===== config.mk =====
export PLATFORM = sky130hd
export DESIGN_NAME = pc_unit_ctl
export DESIGN_NICKNAME = d
export VERILOG_FILES = /design/src/rtl/pc_unit_ctl.sv
export SDC_FILE = /design/constraint.sdc
export NUM_CORES = 1
export LEC_CHECK = 0
export ABC_AREA = 1
export CAP_MARGIN = 25
export CORE_ASPECT_RATIO = 1.1
export CORE_UTILIZATION = 50
export CTS_CLUSTER_SIZE = 20
export DETAILED_ROUTE_END_ITERATION = 8
export PLACE_DENSITY_LB_ADDON = 0.2
export REMOVE_ABC_BUFFERS = 1
export SYNTH_ARGS = -nofsm -noshare
export SYNTH_HDL_FRONTEND = slang
export SYNTH_SLANG_ARGS = --single-unit

===== constraint.sdc =====
create_clock -name CLK -period 3.8 [get_ports CLK]
set_input_delay 0.76 -clock CLK [delete_from_list [all_inputs] [get_ports CLK]]
set_output_delay 0.76 -clock CLK [all_outputs]
set_load 0.05 [all_outputs]

===== src/rtl/pc_unit_ctl.sv =====
// pc_unit_ctl: program-counter unit for the IF stage.
//   Each cycle it selects the next fetch address from one of four paths:
//   sequential, branch, jump or jump-register. It also handles fetch stall,
//   exception entry to a fixed vector with EPC capture, and ERET return.
//
// Ports
//   CLK       in   clock, rising edge
//   RST       in   asynchronous active-high reset
//   Stall     in   hold PC and state this cycle
//   PCSel     in   next-PC select: 00 seq, 01 branch, 10 jump, 11 jr
//   Offset    in   signed branch offset, in words
//   Target    in   J-type instruction index
//   RegAddr   in   jump-register target
//   Exc       in   exception request (one-cycle pulse)
//   Eret      in   return-from-exception request (one-cycle pulse)
//   PC        out  current fetch address (registered)
//   NPC       out  PC + STEP (combinational)
//   EPC       out  saved exception PC (registered)
//   InHandler out  high while in the exception state (registered)
//
// Optional feature macro: ADDR_CHECK_EN
//   When defined, a jr to a misaligned address raises an address-error
//   exception. Two outputs are added: BadAddr (the faulting address) and
//   AdEL (a one-cycle pulse).
//   When undefined, jr clears the two low address bits instead.
module pc_unit_ctl #(
  parameter int unsigned     WIDTH     = 32,
  parameter logic [WIDTH-1:0] RESET_VEC = WIDTH'(32'h0000_3000),
  parameter logic [WIDTH-1:0] EXC_VEC   = WIDTH'(32'h0000_4180),
  parameter int unsigned     STEP      = 4
) (
  input  logic             CLK,
  input  logic             RST,
  input  logic             Stall,
  input  logic [1:0]       PCSel,
  input  logic [15:0]      Offset,
  input  logic [25:0]      Target,
  input  logic [WIDTH-1:0] RegAddr,
  input  logic             Exc,
  input  logic             Eret,
  output logic [WIDTH-1:0] PC,
  output logic [WIDTH-1:0] NPC,
  output logic [WIDTH-1:0] EPC,
`ifdef ADDR_CHECK_EN
  output logic [WIDTH-1:0] BadAddr,
  output logic             AdEL,
`endif
  output logic             InHandler
);

  typedef enum logic [0:0] {StRun, StExc} state_e;
  state_e state_q;

  logic [WIDTH-1:0] br_off;
  logic [WIDTH-1:0] jmp_pc;
  logic [WIDTH-1:0] path_pc;
  logic             eret_take;
  logic             ad_err;
  logic             take_exc;

  assign NPC = PC + WIDTH'(STEP);

  // Sign-extend the word offset and convert it to bytes.
  assign br_off = WIDTH'({{(WIDTH-18){Offset[15]}}, Offset, 2'b00});

  // Only the low 28 bits are replaced; the upper region comes from NPC.
  always_comb begin
    jmp_pc       = NPC;
    jmp_pc[27:0] = {Target, 2'b00};
  end

  // Eret only acts in EXC, and a simultaneous Exc pre-empts it.
  assign eret_take = Eret && (state_q == StExc) && !Exc;

`ifdef ADDR_CHECK_EN
  assign ad_err = (PCSel == 2'b11) && (RegAddr[1:0] != 2'b00) && !Stall && !eret_take;
`else
  assign ad_err = 1'b0;
  logic unused_regaddr_lsbs;
  assign unused_regaddr_lsbs = ^RegAddr[1:0];
`endif

  assign take_exc = Exc || ad_err;

  always_comb begin
    path_pc = NPC;
    unique case (PCSel)
      2'b00: path_pc = NPC;
      2'b01: path_pc = NPC + br_off;
      2'b10: path_pc = jmp_pc;
      2'b11: path_pc = {RegAddr[WIDTH-1:2], 2'b00};
      default: path_pc = NPC;
    endcase
  end

  always_ff @(posedge CLK or posedge RST) begin
    if (RST) begin
      state_q   <= StRun;
      PC        <= RESET_VEC;
      EPC       <= '0;
      InHandler <= 1'b0;
`ifdef ADDR_CHECK_EN
      BadAddr   <= '0;
      AdEL      <= 1'b0;
`endif
    end else begin
`ifdef ADDR_CHECK_EN
      AdEL <= 1'b0;
      // Captured even when an external Exc takes the exception this cycle.
      if (ad_err) begin
        BadAddr <= RegAddr;
        AdEL    <= 1'b1;
      end
`endif
      if (take_exc) begin
        // A nested exception keeps the original return address.
        if (state_q == StRun) EPC <= PC;
        PC        <= EXC_VEC;
        state_q   <= StExc;
        InHandler <= 1'b1;
      end else if (eret_take) begin
        PC        <= EPC;
        state_q   <= StRun;
        InHandler <= 1'b0;
      end else if (!Stall) begin
        PC <= path_pc;
      end
    end
  end

endmodule


==> flow_metrics.tcl <==
set metrics [dict create \
    synth_xor_area_frac 0.02930 \
    p_leak_uw 0.004379 \
    cp_num_buf_inv 3 \
    fp-row-count 43 \
    power.switching_uw 1620 \
    status "complete, no violations" \
    relSlewSlack 0.4308 \
    finClkSkew_ns 0.003840 \
    die_w_microns 110.6 \
    ys.flop_type "dfrtp_1" \
    wl_per_cell_microns 16.76 \
    antenna_cells 0 \
    syn_inst 1044 \
    pwr-share-clk 0.221 \
    r2r_end "PC[15]" \
    min_period_ns 3.675 \
    dp_hpwl_mm 18.39 \
    ys_types 50 \
    synth_top_family_by_area "simple AND/OR/NAND/NOR gates" \
    cts_sinks 65 \
    synthSimpleGateAreaFrac 0.3842 \
    yosysWarnings 0 \
    via_count 7609 \
    worst_path_max_delay_cell "clkdlybuf4s50_1" \
    rsz0062_at_grt "false" \
    setup-violations-final 0 \
    synth_seq_area_share 0.2510 \
    place.gp.congestion 0.9708 \
    synthTopCellsByArea "dfrtp_1 24%, nand2_1 19%, inv_1 7.9%" \
    grt_remaining_overflow 0 \
    grt_max_degree 66 \
    slew_violations 0 \
    final_nets 1337 \
    crit_family "buffers and inverters" \
    power_density_mw_per_mm2 402.4 \
    portBuffers 175 \
    clk_latency_ns 0.33 \
    hold_class "flop to flop" \
    worstSetupPathType "flop to output pin" \
    drv_cap 0 \
    first_iter_violations 683 \
    cts_buffers 9 \
    startpoint "PC[3]" \
    die_area_sq_mm 0.01344 \
    crit_chain "ha_1 > inv_1 > nor3_4 > inv_2 > nor3_1 > or2_1 > and2_1 > clkdlybuf4s50_1" \
    cts.clk_slew.worst_paths_ns 0.05 \
    syn_to_final_growth_pct 34.27 \
    critPathMaxFanout 4 \
    syn_area_per_cell_sq_um 6.218 \
    synth_enable_flop_cells 0 \
    max_stage_delay_ns 0.83 \
    synthMuxAreaShare 0.01908 \
    clock_path_buffers 2 \
    p_comb_frac 0.515 \
    ys_seq_elements 65 \
    dp_cells 1365 \
    post-route-util 0.6894 \
    synth_compound_area_frac 0.1396 \
    synthArstFlopShare 1.000 \
    final_cell_mix "324 x nand2_1, 174 x clkdlybuf4s50_1, 135 x inv_1" \
    p_seq_frac 0.264 \
    antenna_left 0 \
    irDropWorstVdd_mv 0.4092 \
    end_kind "output pin" \
    drive_above_1_share 0.06460 \
    critPathRequiredTime_ns 3.04 \
    grt_pass1_wl_mm 35.47 \
    crit_arrival_ns 2.92 \
    cts-htree-levels 3 \
    cts_setup_buffers 0 \
    power.share.switching 0.4618 \
    ff2ff_setup_slack_ns 0.22 \
    yosysTopAreaCellShare 0.2429 \
    reg2regPathDepth 19 \
    max_freq_ghz 0.2721 \
    core_sq_mm 0.01264 \
    grt_pass1_vias 6969 \
    start_util 0.5134 \
    cp.depth 8 \
    synth-adder-area-share 0.07247 \
    syn_area_sq_mm 0.006491 \
    viasPerCell 5.514 \
    tightest_slew_ns 0.8517 \
    fin_setup_tns_ns 0 \
    cp-start-kind "flop" \
    routed_wl_mm 23.13 \
    drc 0 \
    r2r-start "PC[3]" \
    yosys.area.top_type "dfrtp_1" \
    clock-root-buffer "clkbuf_16" \
    antenna_found_initial 0 \
    drtPass1Iterations 5 \
    track_usage 0.3383 \
    final_cells 1380 \
    pin_count 178 \
    crit_end "NPC[22]" \
    cts_tree "done" \
    post-route-period-util 0.9672 \
    die_h_microns 121.5 \
    hold_viol_final 0 \
    layout_commonest_cell "nand2_1" \
    ctsHoldBuffers 0 \
    p_int_uw 1888 \
]
-- metrics by stage --
| step | setup slack (ns) | instance area (sq um) | power, uW | hold WS (ns) |
|---|---|---|---|---|
| 2_1_floorplan | -0.03060 | 6372 | 2068 | 0.6033 |
| 3_3_place_gp | 0.4306 | 8431 | 2690 | 0.4940 |
| 3_5_place_dp | 0.3595 | 8431 | 2711 | 0.4954 |
| 4_1_cts | 0.1083 | 8713 | 3495 | 0.5082 |
| 5_1_grt | 0.04089 | 8716 | 3680 | 0.5369 |
| 6_report | 0.1248 | 8716 | 3507 | 0.5107 |
-- area by class of cell --
class	count	area [sq um]
clock buffers	13	270.3
inverters	149	559.3
fillers	1156	3928
clock inverters	2	12.51
multi-input cells	806	4184
repair buffers	188	1864
flip-flops and latches	65	1629
well taps	157	196.4
-- logic make-up (layout without fill, tap and decap cells) --
logic type | Yosys count | after routing
adders and majority gates | 37 | 37
and+or+nand+nor | 580 | 580
muxes | 11 | 11
DFF | 65 | 65
xor gates and xnor gates | 20 | 20
buffers and inverters | 173 | 352
AOI/OAI and AO/OA | 158 | 158
-- worst min path at each step --
stage / slack [ns] / cells past startpoint / startpoint / to
after floorplan: 0.60 / 2 / PC[13] / PC[13]
after global placement: 0.49 / 2 / EPC[23] / EPC[23]
after detailed placement: 0.50 / 2 / EPC[2] / EPC[2]
after CTS: 0.51 / 2 / EPC[2] / EPC[2]
after global routing: 0.54 / 2 / PC[13] / PC[13]
final: 0.51 / 2 / PC[13] / PC[13]
-- cells in the mapped netlist, types with 2 or more instances --
master	number
nand2_1	324
inv_1	136
nor2_1	125
dfrtp_1	63
a21oi_1	59
nand3_1	58
o21ai_0	55
ha_1	36
nand4_1	25
xor2_1	18
clkbuf_1	14
nor3_1	12
mux2_2	11
inv_2	10
o21bai_1	9
a22o_1	8
a221oi_1	6
buf_2	5
nor2_2	5
nor2_4	5
o21ai_1	5
and2_1	4
nand2_2	4
a31oi_1	3
clkinv_1	3
nand2_4	3
nand3b_1	3
o211ai_1	3
o22ai_1	3
or2_2	3
a21o_1	2
buf_4	2
clkbuf_4	2
dfstp_2	2
nor3_2	2
xor2_2	2
-- worst reg2reg max path, delay by kind of cell (launching register included) --
kind	cells	cell delay, ns
AND/OR/NAND/NOR	10	1.49
flip-flops	1	0.43
adder cells (fa/ha/maj)	2	0.59
AO/OA/AOI/OAI	4	0.73
buffers and inverters	3	0.23
-- routing by layer --
layer / track usage / share of wire / up-vias
met5: 0 / 0 / -
met4: 0.1350 / 0.035 / 0
met2: 0.5606 / 0.46 / 386
met1: 0.4435 / 0.42 / 3442
li1: - / - / 3723
met3: 0.05345 / 0.088 / 58
-- power by group through the flow --
stage	Combinational (uW)	Clock, uW	Sequential [uW]
finish	1810	776	925
global route	1930	811	936
CTS	1790	785	919
detailed placement	1780	0	928
global placement	1760	0	925
floorplan	818	0	1250
-- registers in the layout, indices dropped and copies added (netlist names) --
name	flops
EPC	32
PC	32
state_q	1
-- what timing repair did --
action                                  CTS  global route
resized for setup                         0             2
endpoints found under the setup margin    0             2
hold endpoints to repair                  0             0
No activity file was read; power rests on OpenSTA's default activity.
